[src/rtl/tlc_pkg.sv]
// Shared types and defaults for the traffic-light controller (tlc) family.
// light_t  : one signal head (RED/YEL/GRN plus OFF for the dark flash half-period).
// state_t  : controller phases, including the pedestrian walk and night flash modes.
// ns_head / ew_head : decode of a phase (and flash blink) to the lamp driven on each head.
package tlc_pkg;

  typedef enum logic [1:0] {
    RED = 2'd0,
    YEL = 2'd1,
    GRN = 2'd2,
    OFF = 2'd3
  } light_t;

  typedef enum logic [2:0] {
    S_NS_G      = 3'd0,
    S_NS_Y      = 3'd1,
    S_ALL_RED_1 = 3'd2,
    S_EW_G      = 3'd3,
    S_EW_Y      = 3'd4,
    S_ALL_RED_2 = 3'd5,
    S_PED       = 3'd6,
    S_FLASH     = 3'd7
  } state_t;

  localparam int DEF_CNT_W       = 16;
  localparam int DEF_T_GREEN_MIN = 50;
  localparam int DEF_T_GREEN_MAX = 120;
  localparam int DEF_T_YELLOW    = 10;
  localparam int DEF_T_ALLRED    = 5;
  localparam int DEF_T_WALK      = 30;
  localparam int DEF_T_FLASH     = 25;

  // NS head: flashes yellow on the lit half of the night blink.
  function automatic light_t ns_head(input state_t st, input logic blink);
    light_t l;
    case (st)
      S_NS_G:  l = GRN;
      S_NS_Y:  l = YEL;
      S_FLASH: l = blink ? OFF : YEL;
      default: l = RED;
    endcase
    return l;
  endfunction

  // EW head: shows red while NS flashes yellow, dark on the other half.
  function automatic light_t ew_head(input state_t st, input logic blink);
    light_t l;
    case (st)
      S_EW_G:  l = GRN;
      S_EW_Y:  l = YEL;
      S_FLASH: l = blink ? OFF : RED;
      default: l = RED;
    endcase
    return l;
  endfunction

endpackage

[src/rtl/tlc_req_latch.sv]
// Sticky request flag: set by set_i, cleared by clr_i; clear wins when both are high.
// Ports: clk, rst_n (async active-low), set_i, clr_i, flag_o (registered flag).
module tlc_req_latch (
  input  logic clk,
  input  logic rst_n,
  input  logic set_i,
  input  logic clr_i,
  output logic flag_o
);

  logic flag_q;
  logic flag_d;

  // Next flag value with clear priority.
  always_comb begin
    flag_d = flag_q;
    if (clr_i) begin
      flag_d = 1'b0;
    end else if (set_i) begin
      flag_d = 1'b1;
    end else begin
      flag_d = flag_q;
    end
  end

  // Flag register.
  always_ff @(posedge clk or negedge rst_n) begin
    if (!rst_n) begin
      flag_q <= 1'b0;
    end else begin
      flag_q <= flag_d;
    end
  end

  assign flag_o = flag_q;

endmodule

[src/rtl/tlc_safety_chk.sv]
// Safety checker for the signal heads: never two conflicting heads moving,
// and the walk lamp only with both heads red.
// Ports: clk_i, rst_n_i, ns_light_i, ew_light_i, walk_i (all observed only).
module tlc_safety_chk
  import tlc_pkg::*;
(
  input logic   clk_i,
  input logic   rst_n_i,
  input light_t ns_light_i,
  input light_t ew_light_i,
  input logic   walk_i
);

  logic ns_go_s;
  logic ew_go_s;

  assign ns_go_s = (ns_light_i == GRN) || (ns_light_i == YEL);
  assign ew_go_s = (ew_light_i == GRN) || (ew_light_i == YEL);

  a_no_conflict: assert property (@(posedge clk_i) disable iff (!rst_n_i)
    !(ns_go_s && ew_go_s));

  a_walk_all_red: assert property (@(posedge clk_i) disable iff (!rst_n_i)
    walk_i |-> ((ns_light_i == RED) && (ew_light_i == RED)));

endmodule

[src/rtl/traffic_actuated.sv]
// Vehicle-actuated two-way intersection controller with pedestrian walk phase
// and night flashing mode. Green is held while only the own approach has demand,
// and handed over after min green once the own approach gaps out, or at max green.
// Ports: clk, rst_n (async active-low); ns_car, ew_car, ped_req (detectors /
// push-button, level or pulse); flash_mode (night operation request);
// NS_light, EW_light, walk (registered lamp drives); state_o (current phase).
module traffic_actuated
  import tlc_pkg::*;
#(
  parameter int CNT_W       = DEF_CNT_W,
  parameter int T_GREEN_MIN = DEF_T_GREEN_MIN,
  parameter int T_GREEN_MAX = DEF_T_GREEN_MAX,
  parameter int T_YELLOW    = DEF_T_YELLOW,
  parameter int T_ALLRED    = DEF_T_ALLRED,
  parameter int T_WALK      = DEF_T_WALK,
  parameter int T_FLASH     = DEF_T_FLASH
) (
  input  logic   clk,
  input  logic   rst_n,
  input  logic   ns_car,
  input  logic   ew_car,
  input  logic   ped_req,
  input  logic   flash_mode,
  output light_t NS_light,
  output light_t EW_light,
  output logic   walk,
  output state_t state_o
);

  localparam longint CNT_LIM = 64'sd1 <<< CNT_W;

  if ((T_GREEN_MIN < 32'sd1) || (T_GREEN_MAX < 32'sd1) || (T_YELLOW < 32'sd1) ||
      (T_ALLRED < 32'sd1) || (T_WALK < 32'sd1) || (T_FLASH < 32'sd1) ||
      (T_GREEN_MIN > T_GREEN_MAX) ||
      (longint'(T_GREEN_MAX) >= CNT_LIM) || (longint'(T_YELLOW) >= CNT_LIM) ||
      (longint'(T_ALLRED) >= CNT_LIM) || (longint'(T_WALK) >= CNT_LIM) ||
      (longint'(T_FLASH) >= CNT_LIM)) begin : g_bad_params
    $error("traffic_actuated: illegal timing parameters");
  end

  // Last elapsed value of each timed interval: the phase is left at this edge.
  localparam logic [CNT_W-1:0] GMIN_END  = CNT_W'(T_GREEN_MIN - 1);
  localparam logic [CNT_W-1:0] GMAX_END  = CNT_W'(T_GREEN_MAX - 1);
  localparam logic [CNT_W-1:0] Y_END     = CNT_W'(T_YELLOW - 1);
  localparam logic [CNT_W-1:0] AR_END    = CNT_W'(T_ALLRED - 1);
  localparam logic [CNT_W-1:0] WALK_END  = CNT_W'(T_WALK - 1);
  localparam logic [CNT_W-1:0] FLASH_END = CNT_W'(T_FLASH - 1);

  state_t           state_q, state_d;
  logic [CNT_W-1:0] elapsed_q, elapsed_d;
  logic             blink_q, blink_d;
  light_t           ns_light_q, ew_light_q;
  logic             walk_q;

  logic ns_dem_s, ew_dem_s, ped_dem_s;
  logic ns_conflict_s, ew_conflict_s;
  logic ns_gap_s, ew_gap_s;

  // A green yields only to conflicting demand, latched or present this cycle.
  assign ns_conflict_s = ew_dem_s | ew_car | ped_dem_s | ped_req;
  assign ew_conflict_s = ns_dem_s | ns_car | ped_dem_s | ped_req;
  assign ns_gap_s = (elapsed_q >= GMIN_END) && (!ns_car || (elapsed_q >= GMAX_END));
  assign ew_gap_s = (elapsed_q >= GMIN_END) && (!ew_car || (elapsed_q >= GMAX_END));

  // Next-phase selection.
  always_comb begin
    state_d = state_q;
    case (state_q)
      S_NS_G: begin
        if (flash_mode || (ns_conflict_s && ns_gap_s)) state_d = S_NS_Y;
        else state_d = S_NS_G;
      end
      S_NS_Y: begin
        if (elapsed_q == Y_END) state_d = S_ALL_RED_1;
        else state_d = S_NS_Y;
      end
      S_ALL_RED_1: begin
        if (elapsed_q == AR_END) state_d = flash_mode ? S_FLASH : S_EW_G;
        else state_d = S_ALL_RED_1;
      end
      S_EW_G: begin
        if (flash_mode || (ew_conflict_s && ew_gap_s)) state_d = S_EW_Y;
        else state_d = S_EW_G;
      end
      S_EW_Y: begin
        if (elapsed_q == Y_END) state_d = S_ALL_RED_2;
        else state_d = S_EW_Y;
      end
      S_ALL_RED_2: begin
        if (elapsed_q != AR_END) state_d = S_ALL_RED_2;
        else if (flash_mode) state_d = S_FLASH;
        else if (ped_dem_s) state_d = S_PED;
        else state_d = S_NS_G;
      end
      S_PED: begin
        if (elapsed_q == WALK_END) state_d = flash_mode ? S_FLASH : S_NS_G;
        else state_d = S_PED;
      end
      S_FLASH: begin
        if (!flash_mode) state_d = S_ALL_RED_2;
        else state_d = S_FLASH;
      end
      default: state_d = S_ALL_RED_2;
    endcase
  end

  // Elapsed counter and flash blink: restart on phase change, blink half-period in flash.
  always_comb begin
    elapsed_d = elapsed_q;
    blink_d   = blink_q;
    if (state_d != state_q) begin
      elapsed_d = '0;
      blink_d   = 1'b0;
    end else if ((state_q == S_FLASH) && (elapsed_q == FLASH_END)) begin
      elapsed_d = '0;
      blink_d   = ~blink_q;
    end else if (elapsed_q == {CNT_W{1'b1}}) begin
      elapsed_d = elapsed_q;
    end else begin
      elapsed_d = elapsed_q + CNT_W'(1);
    end
  end

  // Phase, counter, blink and lamp registers; lamps are decoded from the next
  // phase so they always match the registered phase.
  always_ff @(posedge clk or negedge rst_n) begin
    if (!rst_n) begin
      state_q    <= S_ALL_RED_2;
      elapsed_q  <= '0;
      blink_q    <= 1'b0;
      ns_light_q <= RED;
      ew_light_q <= RED;
      walk_q     <= 1'b0;
    end else begin
      state_q    <= state_d;
      elapsed_q  <= elapsed_d;
      blink_q    <= blink_d;
      ns_light_q <= ns_head(state_d, blink_d);
      ew_light_q <= ew_head(state_d, blink_d);
      walk_q     <= (state_d == S_PED);
    end
  end

  // Demand latches are cleared on entry to the phase that serves them.
  tlc_req_latch u_ns_dem (
    .clk    (clk),
    .rst_n  (rst_n),
    .set_i  (ns_car),
    .clr_i  ((state_d == S_NS_G) && (state_q != S_NS_G)),
    .flag_o (ns_dem_s)
  );

  tlc_req_latch u_ew_dem (
    .clk    (clk),
    .rst_n  (rst_n),
    .set_i  (ew_car),
    .clr_i  ((state_d == S_EW_G) && (state_q != S_EW_G)),
    .flag_o (ew_dem_s)
  );

  tlc_req_latch u_ped_dem (
    .clk    (clk),
    .rst_n  (rst_n),
    .set_i  (ped_req),
    .clr_i  ((state_d == S_PED) && (state_q != S_PED)),
    .flag_o (ped_dem_s)
  );

  tlc_safety_chk u_safety_chk (
    .clk_i      (clk),
    .rst_n_i    (rst_n),
    .ns_light_i (ns_light_q),
    .ew_light_i (ew_light_q),
    .walk_i     (walk_q)
  );

  assign NS_light = ns_light_q;
  assign EW_light = ew_light_q;
  assign walk     = walk_q;
  assign state_o  = state_q;

endmodule

[config.mk]
export PLATFORM = sky130hd
export DESIGN_NAME = traffic_actuated
export DESIGN_NICKNAME = d
export VERILOG_FILES = /design/src/rtl/tlc_pkg.sv /design/src/rtl/tlc_req_latch.sv /design/src/rtl/tlc_safety_chk.sv /design/src/rtl/traffic_actuated.sv
export SDC_FILE = /design/constraint.sdc
export NUM_CORES = 1
export LEC_CHECK = 0
export BUFFER_PORTS_ARGS = -buffer_cell sky130_fd_sc_hd__buf_2
export CORE_ASPECT_RATIO = 1.5
export CORE_MARGIN = 3
export CORE_UTILIZATION = 54
export DETAILED_ROUTE_END_ITERATION = 7
export PLACE_DENSITY = 0.83
export SYNTH_ARGS = -nofsm -noshare
export SYNTH_HDL_FRONTEND = slang
export SYNTH_SLANG_ARGS = --single-unit
[constraint.sdc]
create_clock -name clk -period 2.5 [get_ports clk]
set_clock_uncertainty 0.2 [all_clocks]
set_input_delay 0.25 -clock clk [delete_from_list [all_inputs] [get_ports clk]]
set_output_delay 0.25 -clock clk [all_outputs]
set_load 0.1 [all_outputs]
* Yosys cells after proc, flatten, opt, wreduce, memory -nomap -nowiden *
Cells that the tools add are included.

word-level totals
  input bits = 6
  register bits after elaboration = 28
  logic and storage cells = 89
  output and inout bits = 8

operators by class
  eq/ne operators = 22
  add/subtract/negate cells = 1
  magnitude comparators = 2
  mux-type cells = 28
  reductions and logical operators = 20
  bitwise logic cells = 7

operators with widths
  cell                   count
  $mux 16                3
  $eq 16x5->1 const B    2
  $mux 3                 8
  $pmux 3 s8             1
  $eq 3x3->1 const B     7
  $add 16x1->16 const B  1
  $eq 16x16->1 const B   1
  $eq 16x3->1 const B    1
  $eq 16x4->1 const B    1
  $ge 16x6->1 const B    1
  $ge 16x7->1 const B    1
  $ne 16x3->1 const B    1
  $pmux 2 s3             2
  $mux 1                 10
  $eq 3x2->1 const B     3
  $logic_and 1x1->1      8
  $mux 2                 4
  $eq 3x1->1 const B     2
  $logic_not 3->1        2
  $ne 3x3->1 const B     2
  $or 1x1->1             6
  $reduce_bool 2->1      3
  $logic_or 1x1->1       4
  $ne 3x2->1 const B     1
  other kinds (4)        5

* Logic depth before layout (Yosys ltp) *
Gate-level depths: netlist of run 1.

  depth in word-level cells = 11
  depth in mapped cells = 10
  mapped depth without buffers = 10

* Hierarchy *
Synthesis of run 1 repeated with hierarchy kept, for this count alone.

second synthesis, totals
  cells, all modules = 196
  area, all modules = 1791.7 sq um

modules (own cells, without submodules)
  module            cells an instance  times used  area an instance (sq um)  seq. area each (sq um)
  traffic_actuated  190                1           1686.6                    628.1
  tlc_req_latch     2                  3           35.0                      25.0

* Least setup slack after synthesis of run 1 *
OpenSTA, ideal clock, no wires.

  kind = reg2reg
  from = register state_q[1] (netlist: state_o[1])
  to = register u_ew_dem.flag_q (netlist: u_ew_dem.flag_o)
  stages on the path, launching flop included = 9
  period minus slack after synthesis = 2.977 ns
  setup time = 0.126 ns
  buffers on the path = 1
  path slack = -0.477 ns
  data arrival time = 2.651 ns
  data required time = 2.174 ns
  path through = dfrtp_1 > buf_2 > nor2b_1 > nand2_1 > or4_1 > o211ai_2 > o311a_2 > inv_2 > o32a_1

between the ends
  word-level cells in the longest chain between the ends = 5
  elaborated cells between the ends (all ways) = 14
  those cells by class = eq/ne: 9; mux: 2; reduce/logical: 3

ends and longest elaborated chain
  item                                                line                     text
  from (decl)                                         traffic_actuated.sv:49   state_t state_q, state_d;
  from (signal assigned)                              traffic_actuated.sv:135  state_q <= state_d;
  $eq 3x3->1, or another cell as far along            traffic_actuated.sv:68   case (state_q)
  $pmux 3 s8 *                                        traffic_actuated.sv:68
  named net state_d[2]                                traffic_actuated.sv:49
  $eq 3x2->1 *                                        traffic_actuated.sv:157  .clr_i ((state_d == S_EW_G) && (state_q != S_EW_G)),
  $logic_and 1x1->1 *                                 traffic_actuated.sv:157
  $mux 1 / $reduce_bool 2->1 (equally long branches)  -
  to (signal assigned)                                tlc_req_latch.sv:31      flag_q <= flag_d;
  to (decl)                                           tlc_req_latch.sv:11      logic flag_q;

Mark *: on every way through the listed nets, which the timed path passes. The rest lies on a longest branch.
A chain may end at the register's enable or synchronous reset.

* Worst setup path in the final report of run 1 *
  from = register elapsed_q[1]
  to = register ns_light_q[1] (netlist: NS_light[1])

between the ends
  word-level cells in the longest chain between the ends = 11
  elaborated cells between the ends (all ways) = 32
  those cells by class = order compare: 2; eq/ne: 8; mux: 12; reduce/logical: 10

ends and longest elaborated chain
  item                                     line                                            text
  from (decl)                              traffic_actuated.sv:50                          logic [CNT_W-1:0] elapsed_q, elapsed_d;
  from (signal assigned)                   traffic_actuated.sv:136                         elapsed_q <= elapsed_d;
  $ge 16x7->1                              traffic_actuated.sv:62, traffic_actuated.sv:63
  $logic_or 1x1->1 (on tied branches)      traffic_actuated.sv:63, traffic_actuated.sv:62
  $logic_and 1x1->1 (on tied branches)     traffic_actuated.sv:63, traffic_actuated.sv:62
  $logic_and 1x1->1 (on tied branches)     traffic_actuated.sv:82, traffic_actuated.sv:70
  $logic_or 1x1->1 (on tied branches)      traffic_actuated.sv:82, traffic_actuated.sv:70
  $mux 3 / $mux 1 (equally long branches)  traffic_actuated.sv:82, traffic_actuated.sv:70
  $pmux 3 s8                               traffic_actuated.sv:68
  $ne 3x3->1                               traffic_actuated.sv:111                         if (state_d != state_q) begin
  $mux 1                                   traffic_actuated.sv:111
  $mux 2                                   tlc_pkg.sv:39                                   S_FLASH: l = blink ? OFF : YEL;
  $pmux 2 s3 *                             tlc_pkg.sv:36                                   case (st)
  to (signal assigned)                     traffic_actuated.sv:138                         ns_light_q <= ns_head(state_d, blink_d);
  to (decl)                                traffic_actuated.sv:52                          light_t ns_light_q, ew_light_q;

Every way passes the cells marked *; elsewhere a longest branch is shown, timed or not.

==> results of run 1 <==
-- power breakdown --
part / internal, mW / switching [mW] / total [mW]
Sequential: 0.571 / 0.146 / 0.717
Clock: 0.215 / 0.151 / 0.365
Combinational: 0.787 / 1.16 / 1.95
Total: 1.57 / 1.46 / 3.03
-- layer usage --
layer / vias to the layer above / global-route usage
met5: - / 0
li1: 814 / -
met2: 84 / 0.468
met1: 919 / 0.333
met3: 20 / 0.0365
met4: 0 / 0.130
-- cells by family (layout without fill, tap and decap cells) --
logic type / count (synthesis) / after routing / share of synthesized area
muxes: 2 / 2 / 0.0108
DFF: 28 / 28 / 0.378
AOI/OAI and AO/OA: 37 / 37 / 0.182
buffers and inverters: 18 / 75 / 0.0457
adders and majority gates: 4 / 4 / 0.0269
xor gates and xnor gates: 11 / 11 / 0.0518
and+or+nand+nor: 90 / 91 / 0.305
-- critical path: cells and delay by family, from the launching register on --
family | cells | cell delay (ns)
fa+ha+maj | 1 | 0.18
buf+inv | 3 | 0.51
compound gates | 6 | 1.26
simple gates | 1 | 0.06
flops | 1 | 0.42
-- flip-flops by register name (all words and copies together), names as in the netlist --
signal            flops
NS_light              2
u_ns_dem.flag_o       1
state_o               3
blink_q               1
walk                  1
elapsed_q            16
u_ew_dem.flag_o       1
EW_light              2
u_ped_dem.flag_o      1
-- layout by cell type (no fill, tap or decap), types with 3 or more instances in the layout --
master and instances:
a21oi_2 4, o21ai_0 4, nand4_1 6, nor3_1 4, dfrtp_1 24, nand3_1 7
nor4_4 3, nor2_1 19, inv_4 3, nor4b_4 4, buf_4 44, buf_6 3
or4_4 3, xor2_1 5, xnor2_1 5, o32ai_2 3, inv_1 4, buf_2 13
nor2_2 5, nand2_1 13, and3_1 3, clkbuf_8 3
-- cell type report --
type                            count  area share
Inverter                            9      0.0154
Sequential cell                    28       0.267
Tap cell                           40      0.0187
Clock inverter                      1      0.0112
Clock buffer                        3      0.0154
Timing Repair Buffer               62       0.171
Multi-Input combinational cell    145       0.500
-- repair_timing --
action / in CTS / in global routing
resized for setup: 11 / 32
hold buffers: 1 / 0
gates cloned: 0 / 1
pin swaps: 6 / 16
setup buffers: 7 / 3
setup endpoints to repair: 24 / 25
hold endpoints to repair: 26 / 0
-- through the flow --
stage | setup TNS (ns) | cells | area, um2 | power, mW
after CTS | -2.78 | 284 | 2490 | 2.69
after detailed placement | -4.55 | 272 | 2290 | 2.18
after floorplan | -0.681 | 190 | 1940 | 1.69
after global routing | -6.74 | 288 | 2680 | 3.13
after global placement | -2.98 | 272 | 2290 | 2.12
final | -4.47 | 288 | 2680 | 3.03
-- worst max path at each step --
stage                             endpoint  depth (start not counted)                      start
6_report             NS_light[1]$_DFF_PN0_                         11   elapsed_q[1]$_DFFE_PN0P_
5_1_grt              NS_light[1]$_DFF_PN0_                         11   elapsed_q[1]$_DFFE_PN0P_
4_1_cts          elapsed_q[12]$_DFFE_PN0P_                         12   elapsed_q[0]$_DFFE_PN0P_
3_5_place_dp      elapsed_q[9]$_DFFE_PN0P_                         10   elapsed_q[0]$_DFFE_PN0P_
3_3_place_gp      elapsed_q[2]$_DFFE_PN0P_                         11   elapsed_q[1]$_DFFE_PN0P_
2_1_floorplan  u_ew_dem.flag_o$_DFFE_PN0P_                          7  elapsed_q[10]$_DFFE_PN0P_
==> out/qor.txt, run 1 <==
Detailed Route Iter0 Violations = 101
Post-DP HPWL = 3750 um
Die width = 53.9 um
Post-synth EDFFs = 0
Port bufs = 13
Worst Hold Path EP = u_ew_dem.flag_o$_DFFE_PN0P_
Max Cap Violations = 0
Layout net count = 259
TritonRoute pass-1 iters = 4
Startpoint types = flop
Most common cell in the netlist = dfrtp_1
Clock buffer count from CTS = 3
Failing checks = setup timing
Die area = 4200 um2
Crit-path max FO = 3
Asr flop ratio synth = 1.00
Crit path DAT = 2.72 ns
Leading area contributor after synthesis = dfrtp_1
Routability cong. = 0.960
Post-route DRC = 0
Headroom to the max-slew limit = 0.567
Number of fill cells in the layout = 167
Longest Clk Path Bufs = 2
Library cells used by synthesis = 63
Setup WS pre-CTS = -0.256 ns
Hold Crit Class = primary input to flop
Crit path capture type = flop
Syn-to-layout area delta = 43.9%
WL met3 = 307 um
Power density over the cells = 1130 nW/um2
Antenna diode count = 0
Top routing layer used = met4
Worst hold start = ew_car
First-pass GRT wire length = 8690 um
Die Span Y = 77.9 um
Cell count of the worst reg-to-reg path = 11
Core area = 3220 um2
Area of the multi-input gates = 1340 um2
Drt total wl = 6270 um
ANT nets after route = 0
Clk Latency, worst-skew pair = 0.28 ns
CP max stage cell = dfrtp_1
Cell area after synthesis = 1860 um2
Final Util = 0.831
RSZ-0062 raised after global routing = yes
Post-synthesis cell count = 190
Worst path max stage delay = 0.42 ns
Minimum clock period = 2.74 ns
All-layer global routing usage = 0.278
Worst-Margin Slew = 0.650 ns
Max-slew violation count = 0
Routed wl met2 = 3440 um
Htree depth = 1
Cell row count = 25
Synth cell count leaders = dfrtp_1 (26), nor2_1 (24), nand2_1 (14), inv_1 (8), nand3_1 (8)
Share of layout cells above drive strength 1 = 0.508
Most used DFF post-synth = dfrtp_1
Initial antenna violation count = 0
Worst path cell trace = buf_4, ha_2, a21oi_2, o21ai_2, a2111oi_4, buf_4, o21ai_2, a221oi_4, buf_6, nand2_8, o32ai_2
R2R Path Start = elapsed_q[1]$_DFFE_PN0P_
Post-route worst setup slack = -0.245 ns
Reg2reg end = NS_light[1]$_DFF_PN0_
Synthesized Nets = 200
Final Hold Fails = 0
Outcome = complete, but fails checks
Clock Tree Root = clkbuf_8
Synth Register Bits = 28
Yosys top cell area share = 0.350
CTS clk-pin slew, worst paths = 0.11 ns
Initial core utilization = 0.577
Worst EP required = 2.47 ns
Fmax = 364 MHz
VDD IR max = 1.55 mV
Vias in the first global route = 1885
Post-route met1 wirelength = 2320 um
CTS tree = yes
Top Ports = 14
Kind of critical path = flop to flop
Sequential-to-total area share from yosys stat = 0.378
Total gr overflow = 0
Post-Syn Area per Cell = 9.79 um2
TritonCTS sink count = 28
Vias per inst = 6.38
Final hold slack = 0.0680 ns
Register area = 716 um2
Synth top area cells = dfrtp_1 (35%), nor2_1 (4.8%), dfstp_2 (2.8%)
Flop2flop setup slack = -0.24 ns
Total leakage power = 1.15 nW
Fin crit share = 1.10
Via count = 1837
YS warnings = 0
Largest net degree at the start of global routing = 29
WL/cell = 21.8 um
Hold path depth = 2
Setup violations, final = 23
Power figures use the tool's default switching activity.
==> run 2: changes to the inputs <==
ABC_AREA = 1   (was not set)
PLACE_DENSITY = 0.82   (was 0.83)
==> out/qor.txt, run 2 <==
Reg with most FFs = elapsed_q
Synth Register Bits = 28
Die area = 4330 um2
Setup violations, final = 0
Sequential-to-total area share from yosys stat = 0.365
Commonest cells after routing, fill and taps aside = nand2_1 (42), nor2_1 (37), inv_1 (30)
Final Hold Fails = 0
Post-Syn Area per Cell = 7.73 um2
Antenna diode count = 0
All-layer global routing usage = 0.205
Syn-to-layout area delta = 15.0%
Top Ports = 14
Setup_tns = 0 ns
TritonRoute pass-1 iters = 4
WL/cell = 12.4 um
Post-synth EDFFs = 0
Post-route DRC = 0
Yosys top cell area share = 0.338
Share of layout cells above drive strength 1 = 0.268
Cell area after synthesis = 1930 um2
Vias in the first global route = 1629
Routability cong. = 0.883
Longest Clk Path Bufs = 2
Max reg flops = 16
Post-synthesis cell count = 249
Most used DFF post-synth = dfrtp_1
CTS tree = yes
Most common cell in the netlist = nand2_1
Detailed Route Iter0 Violations = 34
YS warnings = 0
Crit path DAT = 2.33 ns
TritonCTS sink count = 28
Layout net count = 287
Fmax = 431 MHz
Minimum clock period = 2.32 ns
Outcome = complete, no violations
ANT nets after route = 0
Largest net degree at the start of global routing = 29
Htree depth = 1
VDD IR max = 0.762 mV
Worst EP required = 2.51 ns
Library cells used by synthesis = 29
Die width = 54.8 um
Fin crit share = 0.928
CTS clk-pin slew, worst paths = 0.09 ns
Most common cell after layout, fill and taps aside = nand2_1
Clock Tree Root = clkbuf_8
Die Span Y = 79.1 um
Total leakage power = 1.03 nW
Max Cap Violations = 0
Initial antenna violation count = 0
Asr flop ratio synth = 1.00
Headroom to the max-slew limit = 0.575
Synthesized Nets = 259
Synth cell count leaders = nand2_1 (43), nor2_1 (41), inv_1 (31), dfrtp_1 (26), nand3_1 (18)
Worst hold start = ns_car
Worst-Margin Slew = 0.637 ns
Clk Latency, worst-skew pair = 0.28 ns
Via count = 1645
Clock buffer count from CTS = 3
Max-slew violation count = 0
Synth top area cells = dfrtp_1 (34%), nand2_1 (8.4%), nor2_1 (8.0%)
Drt total wl = 3910 um
Port bufs = 13
Vias per inst = 5.21
R2R Path Start = elapsed_q[0]$_DFFE_PN0P_
Cell row count = 25
First-pass GRT wire length = 6650 um
Crit path capture type = flop
Cell count of the worst reg-to-reg path = 13
RSZ-0062 raised after global routing = no
Initial core utilization = 0.586
Startpoint types = flop
Total gr overflow = 0
Power density over the cells = 1090 nW/um2
Hold path depth = 3
Core area = 3280 um2
Crit-path max FO = 7
Kind of critical path = flop to flop
Post-DP HPWL = 3020 um
Setup crit start = elapsed_q[0]$_DFFE_PN0P_
Leading area contributor after synthesis = dfrtp_1
Hold Crit Class = primary input to flop
Total chip power = 2.41 mW
==> run 2: final cells by class <==
cell class | instances | area [um2]
sequential | 28 | 708
multi-input combinational | 181 | 1070
inverter | 38 | 143
fill | 307 | 1070
clock buffer | 3 | 41.3
clock inverter | 1 | 30.0
timing repair buffer | 25 | 173
tap | 40 | 50.0
==> run 2: what timing repair did <==
action | 4_1_cts | 5_1_grt
buffers inserted | 0 | 7
hold endpoints to repair | 27 | 0
hold buffers | 2 | 0
gates resized for setup | 0 | 8
endpoints found under the setup margin | 0 | 20
==> run 2: worst paths after layout <==
kind                                           endpoint  slack [ns]
max reg2reg                    elapsed_q[0]$_DFFE_PN0P_        0.18
min in group asynchronous  u_ped_dem.flag_o$_DFFE_PN0P_        0.32
min                         u_ns_dem.flag_o$_DFFE_PN0P_        0.05
min reg2reg                 u_ns_dem.flag_o$_DFFE_PN0P_        0.32
max                            elapsed_q[0]$_DFFE_PN0P_        0.18
max in group asynchronous          state_o[1]$_DFF_PN0_        1.34
==> run 2: kinds of logic after synthesis <==
logic type,Yosys count,share of synthesized area
and+or+nand+nor,150,0.414
AOI/OAI and AO/OA,16,0.0448
xor gates and xnor gates,11,0.0598
adders and majority gates,4,0.0260
buffers and inverters,40,0.0903
DFF,28,0.365
==> run 2: where the power goes <==
group	switching [mW]	internal, mW	leakage, nW
combinational	0.975	0.454	0.630
clock	0.144	0.215	0.0357
sequential	0.0703	0.547	0.363
total	1.19	1.22	1.03
==> run 2: through the flow <==
step           utilization  hold slack, ns  instances  setup WS (ns)  cell area [um2]
2_1_floorplan            -          -0.246        249          0.115             1930
3_3_place_gp         0.620          0.0966        303          0.141             2040
3_5_place_dp         0.620           0.101        303         0.0795             2040
4_1_cts              0.648          0.0527        309         0.0516             2130
5_1_grt              0.674          0.0585        316        0.00734             2210
6_report             0.674          0.0519        316          0.181             2210
==> run 2: critical path, stage by stage, from the launching register on <==
cell	delay (ns)
dfrtp_1	0.42
buf_4	0.15
ha_1	0.19
inv_2	0.08
nand3_1	0.09
nand2_1	0.07
nand3_1	0.11
nand3_2	0.13
nand3_4	0.08
nand2_4	0.12
xor2_4	0.19
nand3_4	0.17
buf_12	0.18
nor2_1	0.08
==> run 2: metal layers <==
layer | track usage | part of all wire
met1 | 0.211 | 0.39
met2 | 0.372 | 0.56
met3 | 0.0375 | 0.027
met4 | 0.0948 | 0.020
met5 | 0 | 0
==> run 3: changes to the inputs <==
--- a/config.mk
+++ b/config.mk
@@ -11,4 +11,5 @@
 export CORE_MARGIN = 3
 export CORE_UTILIZATION = 54
+export CTS_CLUSTER_DIAMETER = 50
 export DETAILED_ROUTE_END_ITERATION = 7
 export PLACE_DENSITY = 0.82
==> constraint.sdc (replaced) <==
create_clock -name clk -period 2.5 [get_ports clk]
set_clock_uncertainty 0.2 [all_clocks]
set_input_delay 0.5 -clock clk [delete_from_list [all_inputs] [get_ports clk]]
set_output_delay 0.5 -clock clk [all_outputs]
set_load 0.1 [all_outputs]
==> out/qor.txt, run 3 (synthesis results as in run 2) <==
Minimum clock period = 2.32 ns
TritonRoute pass-1 iters = 4
Max-slew violation count = 0
Kind of critical path = flop to flop
Fmax = 431 MHz
Crit-path max FO = 7
Crit path capture type = flop
CTS clk-pin slew, worst paths = 0.09 ns
Total gr overflow = 0
Die area = 4330 um2
First-pass GRT wire length = 6660 um
ANT nets after route = 0
Most common cell after layout, fill and taps aside = nand2_1
WL/cell = 12.4 um
Initial antenna violation count = 0
Antenna diode count = 0
Share of layout cells above drive strength 1 = 0.270
TritonCTS sink count = 28
Longest Clk Path Bufs = 2
Vias per inst = 5.24
Worst-Margin Slew = 0.637 ns
Initial core utilization = 0.586
Port bufs = 13
Finished Layout Cells = 314
Via count = 1644
VDD IR max = 0.759 mV
Commonest cells after routing, fill and taps aside = nand2_1 (42), nor2_1 (37), inv_1 (30)
Top Ports = 14
Post-route DRC = 0
Max reg flops = 16
Cells after DPL = 303
Startpoint types = flop
Routability cong. = 0.883
Headroom to the max-slew limit = 0.576
Die Span Y = 79.1 um
Worst EP required = 2.51 ns
Flop2flop setup slack = 0.18 ns
Layout net count = 285
Power density over the cells = 1090 nW/um2
Vias in the first global route = 1627
Max Cap Violations = 0
Fin crit share = 0.929
Core area = 3280 um2
Die width = 54.8 um
Final Util = 0.668
Total chip power = 2.40 mW
Largest net degree at the start of global routing = 29
Total leakage power = 1.02 nW
Outcome = complete, no violations
Cell row count = 25
Setup_tns = 0 ns
Final Hold Fails = 0
Post-DP HPWL = 3020 um
Syn-to-layout area delta = 14.0%
Htree depth = 1
Drt total wl = 3910 um
RSZ-0062 raised after global routing = no
Reg with most FFs = elapsed_q
Clock Tree Root = clkbuf_8
Hold Crit Class = primary input to async pin
All-layer global routing usage = 0.205
Clock buffer count from CTS = 3
Setup violations, final = 0
CTS tree = yes
Clk Latency, worst-skew pair = 0.28 ns
Detailed Route Iter0 Violations = 34
Crit path DAT = 2.34 ns
==> run 3: changes by cell type in the layout (fill, tap and decap cells not counted) <==
| cell | change |
|---|---|
| dlygate4sd3_1 | -2 |
==> run 3: per-stage QoR <==
stage / instance area [um2] / hold slack [ns] / setup WS, ns
2_1_floorplan: 1930 / 0.00441 / 0.115
6_report: 2190 / 0.0351 / 0.177
4_1_cts: 2110 / 0.0470 / 0.0516
3_3_place_gp: 2040 / 0.274 / 0.141
5_1_grt: 2190 / 0.0701 / 0.00734
3_5_place_dp: 2040 / 0.303 / 0.0795
==> run 3: path summary, 6_finish.rpt <==
path / end / depth (start not counted) / start
worst min-delay path: elapsed_q[3]$_DFFE_PN0P_ / 1 / rst_n
min in group clk: u_ped_dem.flag_o$_DFFE_PN0P_ / 3 / ped_req
max in group asynchronous: state_o[1]$_DFF_PN0_ / 1 / rst_n
worst max register to register: elapsed_q[0]$_DFFE_PN0P_ / 13 / elapsed_q[0]$_DFFE_PN0P_
worst min register to register: u_ns_dem.flag_o$_DFFE_PN0P_ / 2 / u_ns_dem.flag_o$_DFFE_PN0P_
worst max-delay path: elapsed_q[0]$_DFFE_PN0P_ / 13 / elapsed_q[0]$_DFFE_PN0P_
==> run 3: worst max-delay path, cell delays in order, from the launching register on <==
cell	delay, ns
dfrtp_1	0.42
buf_4	0.15
ha_1	0.19
inv_2	0.08
nand3_1	0.09
nand2_1	0.07
nand3_1	0.11
nand3_2	0.13
nand3_4	0.08
nand2_4	0.12
xor2_4	0.19
nand3_4	0.17
buf_12	0.18
nor2_1	0.08
==> run 3: where the power goes <==
part           total (mW)  leakage [nW]  switching [mW]  internal, mW
logic                1.43         0.622           0.975         0.452
registers           0.617         0.363          0.0704         0.547
clock network       0.359        0.0357           0.144         0.215
total                2.40          1.02            1.19          1.21
==> run 3: area by class of cell <==
class,count,area [um2]
well taps,40,50.0
clock inverters,1,30.0
inverters,38,143
clock buffers,3,41.3
multi-input cells,181,1070
fillers,312,1090
repair buffers,23,153
flip-flops and latches,28,708
==> run 3: per-layer routing <==
metal | up-vias | part of all wire | global-route usage
li1 | 841 | - | -
met2 | 25 | 0.56 | 0.372
met5 | - | 0 | 0
met3 | 8 | 0.026 | 0.0375
met1 | 770 | 0.40 | 0.212
met4 | 0 | 0.019 | 0.0948
==> run 3: what timing repair did <==
item,4_1_cts,5_1_grt
endpoints found under the hold margin,0,0
hold buffers,0,0
setup buffers,0,7
gates resized for setup,0,8
endpoints found under the setup margin,0,20
